## src/rtl/sub_pkg.sv

```systemverilog
// Shared types for the bit-serial subtractor.
// Holds the FSM state encoding used by serial_subtractor.
package sub_pkg;

    // FSM states; the unused encoding 2'd3 is steered back to IDLE by the top.
    typedef enum logic [1:0] {
        IDLE  = 2'd0,
        SHIFT = 2'd1,
        DONE  = 2'd2
    } state_t;

    // Bit-counter width able to hold 0..width without wrapping.
    function automatic int unsigned cnt_width(input int unsigned width);
        return $clog2(width + 1);
    endfunction

endpackage

```

## src/rtl/bit_full_subtractor.sv

```systemverilog
// One-bit full subtractor: d = a - b - bin (mod 2), bout = borrow out.
// Ports:
//   a    in  minuend bit
//   b    in  subtrahend bit
//   bin  in  borrow in
//   d    out difference bit
//   bout out borrow out
module bit_full_subtractor (
    input  logic a,
    input  logic b,
    input  logic bin,
    output logic d,
    output logic bout
);

    assign d    = a ^ b ^ bin;
    assign bout = (~a & b) | (~a & bin) | (b & bin);

endmodule

```

## src/rtl/serial_subtractor.sv

```systemverilog
// Bit-serial WIDTH-bit subtractor computing A - B - BIN, LSB first, one bit
// per clock, with valid/ready handshakes on both the operand and result side.
// Ports:
//   clk        in  rising-edge clock
//   rst        in  asynchronous active-high reset
//   in_valid   in  operand set valid
//   in_ready   out block can accept operands (IDLE only)
//   in_a       in  minuend
//   in_b       in  subtrahend
//   in_bin     in  borrow into bit 0
//   out_valid  out result valid (DONE only)
//   out_ready  in  consumer accepts result
//   out_diff   out difference modulo 2^WIDTH, held until the next result
//   out_bout   out borrow out of the MSB
module serial_subtractor
    import sub_pkg::*;
#(
    parameter int unsigned WIDTH = 8
) (
    input  logic             clk,
    input  logic             rst,
    input  logic             in_valid,
    output logic             in_ready,
    input  logic [WIDTH-1:0] in_a,
    input  logic [WIDTH-1:0] in_b,
    input  logic             in_bin,
    output logic             out_valid,
    input  logic             out_ready,
    output logic [WIDTH-1:0] out_diff,
    output logic             out_bout
);

    localparam int unsigned CW = cnt_width(WIDTH);
    localparam logic [CW-1:0] LAST = CW'(WIDTH - 1);

    state_t           state;
    logic [WIDTH-1:0] a_sh;
    logic [WIDTH-1:0] b_sh;
    logic [WIDTH-1:0] d_sh;
    logic             brw;
    logic [CW-1:0]    cnt;
    logic             d;
    logic             bo;
    logic [WIDTH-1:0] d_next;

    // The single arithmetic stage, fed from the LSBs of the operand shifters.
    bit_full_subtractor u_fs (
        .a    (a_sh[0]),
        .b    (b_sh[0]),
        .bin  (brw),
        .d    (d),
        .bout (bo)
    );

    // New difference bit enters at the MSB; written this way so WIDTH=1 works.
    assign d_next = WIDTH'({d, d_sh} >> 1);

    // FSM, datapath shifters and registered handshake/result outputs.
    always_ff @(posedge clk or posedge rst) begin
        if (rst) begin
            state     <= IDLE;
            in_ready  <= 1'b1;
            out_valid <= 1'b0;
            out_diff  <= '0;
            out_bout  <= 1'b0;
            a_sh      <= '0;
            b_sh      <= '0;
            d_sh      <= '0;
            brw       <= 1'b0;
            cnt       <= '0;
        end else begin
            case (state)
                IDLE: begin
                    if (in_valid && in_ready) begin
                        a_sh     <= in_a;
                        b_sh     <= in_b;
                        brw      <= in_bin;
                        cnt      <= '0;
                        d_sh     <= '0;
                        in_ready <= 1'b0;
                        state    <= SHIFT;
                    end
                end
                SHIFT: begin
                    d_sh <= d_next;
                    a_sh <= a_sh >> 1;
                    b_sh <= b_sh >> 1;
                    brw  <= bo;
                    cnt  <= cnt + CW'(1);
                    if (cnt == LAST) begin
                        out_diff  <= d_next;
                        out_bout  <= bo;
                        out_valid <= 1'b1;
                        state     <= DONE;
                    end
                end
                DONE: begin
                    if (out_ready) begin
                        out_valid <= 1'b0;
                        in_ready  <= 1'b1;
                        state     <= IDLE;
                    end
                end
                default: begin
                    out_valid <= 1'b0;
                    in_ready  <= 1'b1;
                    state     <= IDLE;
                end
            endcase
        end
    end

endmodule
```

## config.mk

```make
export PLATFORM = sky130hd
export DESIGN_NAME = serial_subtractor
export DESIGN_NICKNAME = d
export VERILOG_FILES = /design/src/rtl/sub_pkg.sv /design/src/rtl/bit_full_subtractor.sv /design/src/rtl/serial_subtractor.sv
export SDC_FILE = /design/constraint.sdc
export NUM_CORES = 1
export LEC_CHECK = 0
export CAP_MARGIN = 0
export CORE_MARGIN = 2
export CORE_UTILIZATION = 50
export CTS_CLUSTER_SIZE = 30
export DETAILED_ROUTE_END_ITERATION = 12
export GPL_TIMING_DRIVEN = 0
export PLACE_DENSITY_LB_ADDON = 0.25
export SLEW_MARGIN = 20
export SYNTH_ARGS = -nofsm -noshare
export SYNTH_HDL_FRONTEND = slang
export SYNTH_SLANG_ARGS = --single-unit
```

## constraint.sdc

```tcl
create_clock -name clk -period 1.6 [get_ports clk]
set_input_delay 0.32 -clock clk [delete_from_list [all_inputs] [get_ports clk]]
set_output_delay 0.32 -clock clk [all_outputs]
set_load 0.03 [all_outputs]
```

==> summary.log <==
[synthesis] part of the Yosys area used for sequential elements 56.6%
[synthesis] average footprint of a synthesized cell 12.6 sq um
[layout] highest-count cells in the layout ignoring fill and taps 39 x sky130_fd_sc_hd__dfrtp_1, 30 x sky130_fd_sc_hd__o21ai_0, 20 x sky130_fd_sc_hd__clkdlybuf4s50_1
[setup_path] slowest stage cell, crit path sky130_fd_sc_hd__dfstp_2
[sta] transition time at the pin with the least slew margin 0.455 ns
[setup_path] largest stage delay on the critical path 0.60 ns
[placed_design] number of placed cells counting well taps 222
[global_routing] Global Route met1 Usage 26.1%
[routing] number of iterations in the first detailed-routing pass 4
[setup_path] Worst Path Buf+Inv 2
[routing] drt drc 0
[routing] Antenna Violating Nets Remaining 0
[layout] most common cell after layout, fill and taps aside sky130_fd_sc_hd__dfrtp_1
[synthesis] Simple-Gate Fraction of Synth Area 5.03%
[layout] antenna diode instance count 0
[sta] Final min period 1.54 ns
[worst_hold_path] class of the tightest hold or removal check in -> async
[synthesis] main combinational cell family by area after synthesis multiplexers
[synthesis] Post-Synthesis Cell Area 0.00181 sq mm
[setup_path] endpoint class of the critical path flip-flop
[routing] iteration-0 DRC count of the detailed router 49
[global_routing] most crowded layer after global routing met2
[floorplanning] Chip Height 64.2 um
[routing] post-detailed-route wirelength per cell 15.4 um
[sta] Final Max Slew Viols 0
[global_routing] Tot GR Track Use 19.8%
[power_and_ir_drop] power density cells 1790 mW/mm^2
[setup_path] Crit path max-delay family flip-flops
[floorplanning] I/O pins 32
[floorplanning] floorplan die area 0.00413 sq mm
[clock_tree] clk slew on worst S/H paths 0.13 ns
[synthesis] fraction of synthesized cell area in xor and xnor cells 0%
[global_routing] global-route wire length before repair 6.13 mm
[placed_design] number of port buffers 31
[power_and_ir_drop] static power due to leakage 1.13 nW
[run_status] run status finished clean
[routing] wirelength, routed 3.55 mm
[layout] number of nets in the final layout 207
[sta] setup-violating endpoint count in the final report 0
[clock_tree] total clock buffers created by CTS 5
[sta] f_max 649 MHz
[clock_tree] CTS H-tree lvls 2
[floorplanning] Initial Util 53.1%
[global_routing] Global Route met2 Usage 30.6%
[clock_tree] CTS tree yes
[setup_path] data required time of the critical path 1.86 ns
[synthesis] number of standard cells after synthesis 144
[synthesis] mux cell area share after synthesis 16.4%
[synthesis] flops & latches, synth 41
[setup_path] Worst EP arrival 1.80 ns
[synthesis] largest cells by area after synthesis sky130_fd_sc_hd__dfrtp_1 55%, sky130_fd_sc_hd__mux2i_1 9.4%, sky130_fd_sc_hd__o21ai_0 8.8%, sky130_fd_sc_hd__mux2_4 5.8%, sky130_fd_sc_hd__a22o_1 4.3%
[floorplanning] Floorplan Core Area 0.00342 sq mm
[placed_design] routability congestion estimate from global placement 0.746
[clock_tree] clock tree root buffer cell sky130_fd_sc_hd__clkbuf_4
[setup_path] kind of critical path reg -> reg
[sta] relative slew slack 69.6%
[layout] area overhead of the layout relative to synthesis 27.1%
[synthesis] largest area contributor in the synthesized netlist sky130_fd_sc_hd__dfrtp_1
[global_routing] initial antenna violation count 0
[layout] final cell count without fillers 231
[power_and_ir_drop] worst-case vdd ir drop 0.00104 V
[setup_path] Crit path top cell by count sky130_fd_sc_hd__buf_4
[global_routing] largest net degree at the start of global routing 23
[global_routing] met3 usage 5.46%
[sta] part of the cycle the worst path needs 96.3%
[sta] clock skew 0.0134 ns
[placed_design] DPL Wire Length 2.53 mm
[clock_tree] count of hold buffers inserted by post-cts repair 0
[sta] final hold violation count 0
[synthesis] Mapped Nets 167
[global_routing] total global routing overflow 0
[synthesis] Yosys top cell area share 55.2%
[layout] share of cells above drive strength 1 18.4%
[job] max cap viols 0
[synthesis] unique cell type count in the Yosys netlist 30
[routing] total vias in the final route 1285
[sta] TNS Setup 0 ns
[clock_tree] number of clock sinks 41
[synthesis] share of the synthesized area in compound gates (AO/OA/AOI/OAI) 15.9%
[floorplanning] Std-Cell Rows 21
[layout] core occupancy in the finished layout 67.5%
[clock_tree] buffers from clock root to sink, at most 2
[setup_path] crit start category flip-flop
[synthesis] number of synthesis warnings 0
[floorplanning] Horiz. Die Dim 64.2 um
[synthesis] post-synthesis adder-cell area fraction 1.79%
[clock_tree] insertion delay of the later-clocked pin in the worst-skew pair 0.37 ns
[placed_design] cell area after placement 0.00221 sq mm
[setup_path] highest fanout seen on the critical path 10
[sta] final-layout worst hold slack 0.263 ns
[layout] post-route cell area 0.00231 sq mm
[routing] Via density 5.56
[global_routing] vias in the first global route 1322
[setup_path] Cell Chain, Critical Path a21oi_4 -> or2_0 -> buf_4 -> buf_4 -> a22o_1
flip-flops by register name (all words and copies together) (netlist names):
name and flops:
a_sh 8, b_sh 8, out_diff 8, d_sh 7
cnt 4, state 2, brw 1, in_ready 1
out_bout 1, out_valid 1
final cells by class:
class | count | area (sq um)
Buffer | 10 | 67.6
Clock buffer | 5 | 37.5
Clock inverter | 3 | 46.3
Fill cell | 275 | 1110
Inverter | 4 | 15.0
Multi-Input combinational cell | 89 | 726
Sequential cell | 41 | 1030
Tap cell | 46 | 57.6
Timing Repair Buffer | 33 | 328
synth_stat cells, drive strengths merged:
cell type,number
or2,1
nand2,3
nor2,2
o21ai,32
nor2b,2
buf,7
ha,1
inv,4
o2bb2ai,1
nor3b,1
nand4bb,1
dfstp,1
a22o,9
a22oi,1
fa,1
mux2,9
mux2i,17
nand4,1
nand2b,1
dfrtp,40
and3,1
a21o,1
nor3,1
a21oi,1
clkbuf,3
o21a,1
a221o,1
through the flow:
step | setup WS (ns) | power (mW)
detailed placement | -0.364 | 3.49
floorplan | 0.0612 | 2.92
finish | 0.0585 | 4.14
global route | -0.0174 | 4.44
global placement | -0.453 | 3.38
CTS | 0.0118 | 4.11
layer usage:
| metal | vias up | part of all wire [%] |
|---|---|---|
| li1 | 602 | - |
| met1 | 646 | 44 |
| met4 | 0 | 1.7 |
| met5 | - | 0 |
| met2 | 30 | 49 |
| met3 | 7 | 4.9 |
logic make-up after synthesis:
group | after synthesis
AO/OA/AOI/OAI | 47
flip-flops | 41
multiplexers | 26
buffers and inverters | 14
AND/OR/NAND/NOR | 14
adder cells (fa/ha/maj) | 2
what timing repair did:
item                                   4_1_cts  5_1_grt
endpoints found under the hold margin        0        0
setup endpoints to repair                   11       28
pin swaps                                    0        0
resized for setup                           13       13
setup buffers                                0        1
power by group:
part	switching [mW]	internal, mW	leakage, nW
registers	0.289	1.45	0.527
logic	0.905	0.800	0.564
clock network	0.364	0.331	0.0414
total	1.56	2.58	1.13
worst paths after layout:
path | startpoint | endpoint | slack [ns] | depth (start not counted)
setup / recovery | in_ready | d_sh[1] | 0.06 | 5
setup reg to reg | in_ready | d_sh[1] | 0.06 | 5
min in group clk | out_valid | out_valid | 0.51 | 1
hold / removal | rst | out_diff[3] | 0.26 | 2
max in group asynchronous | rst | brw | 0.87 | 3
hold reg to reg | out_valid | out_valid | 0.51 | 1
No activity file was read; power rests on OpenSTA's default activity.
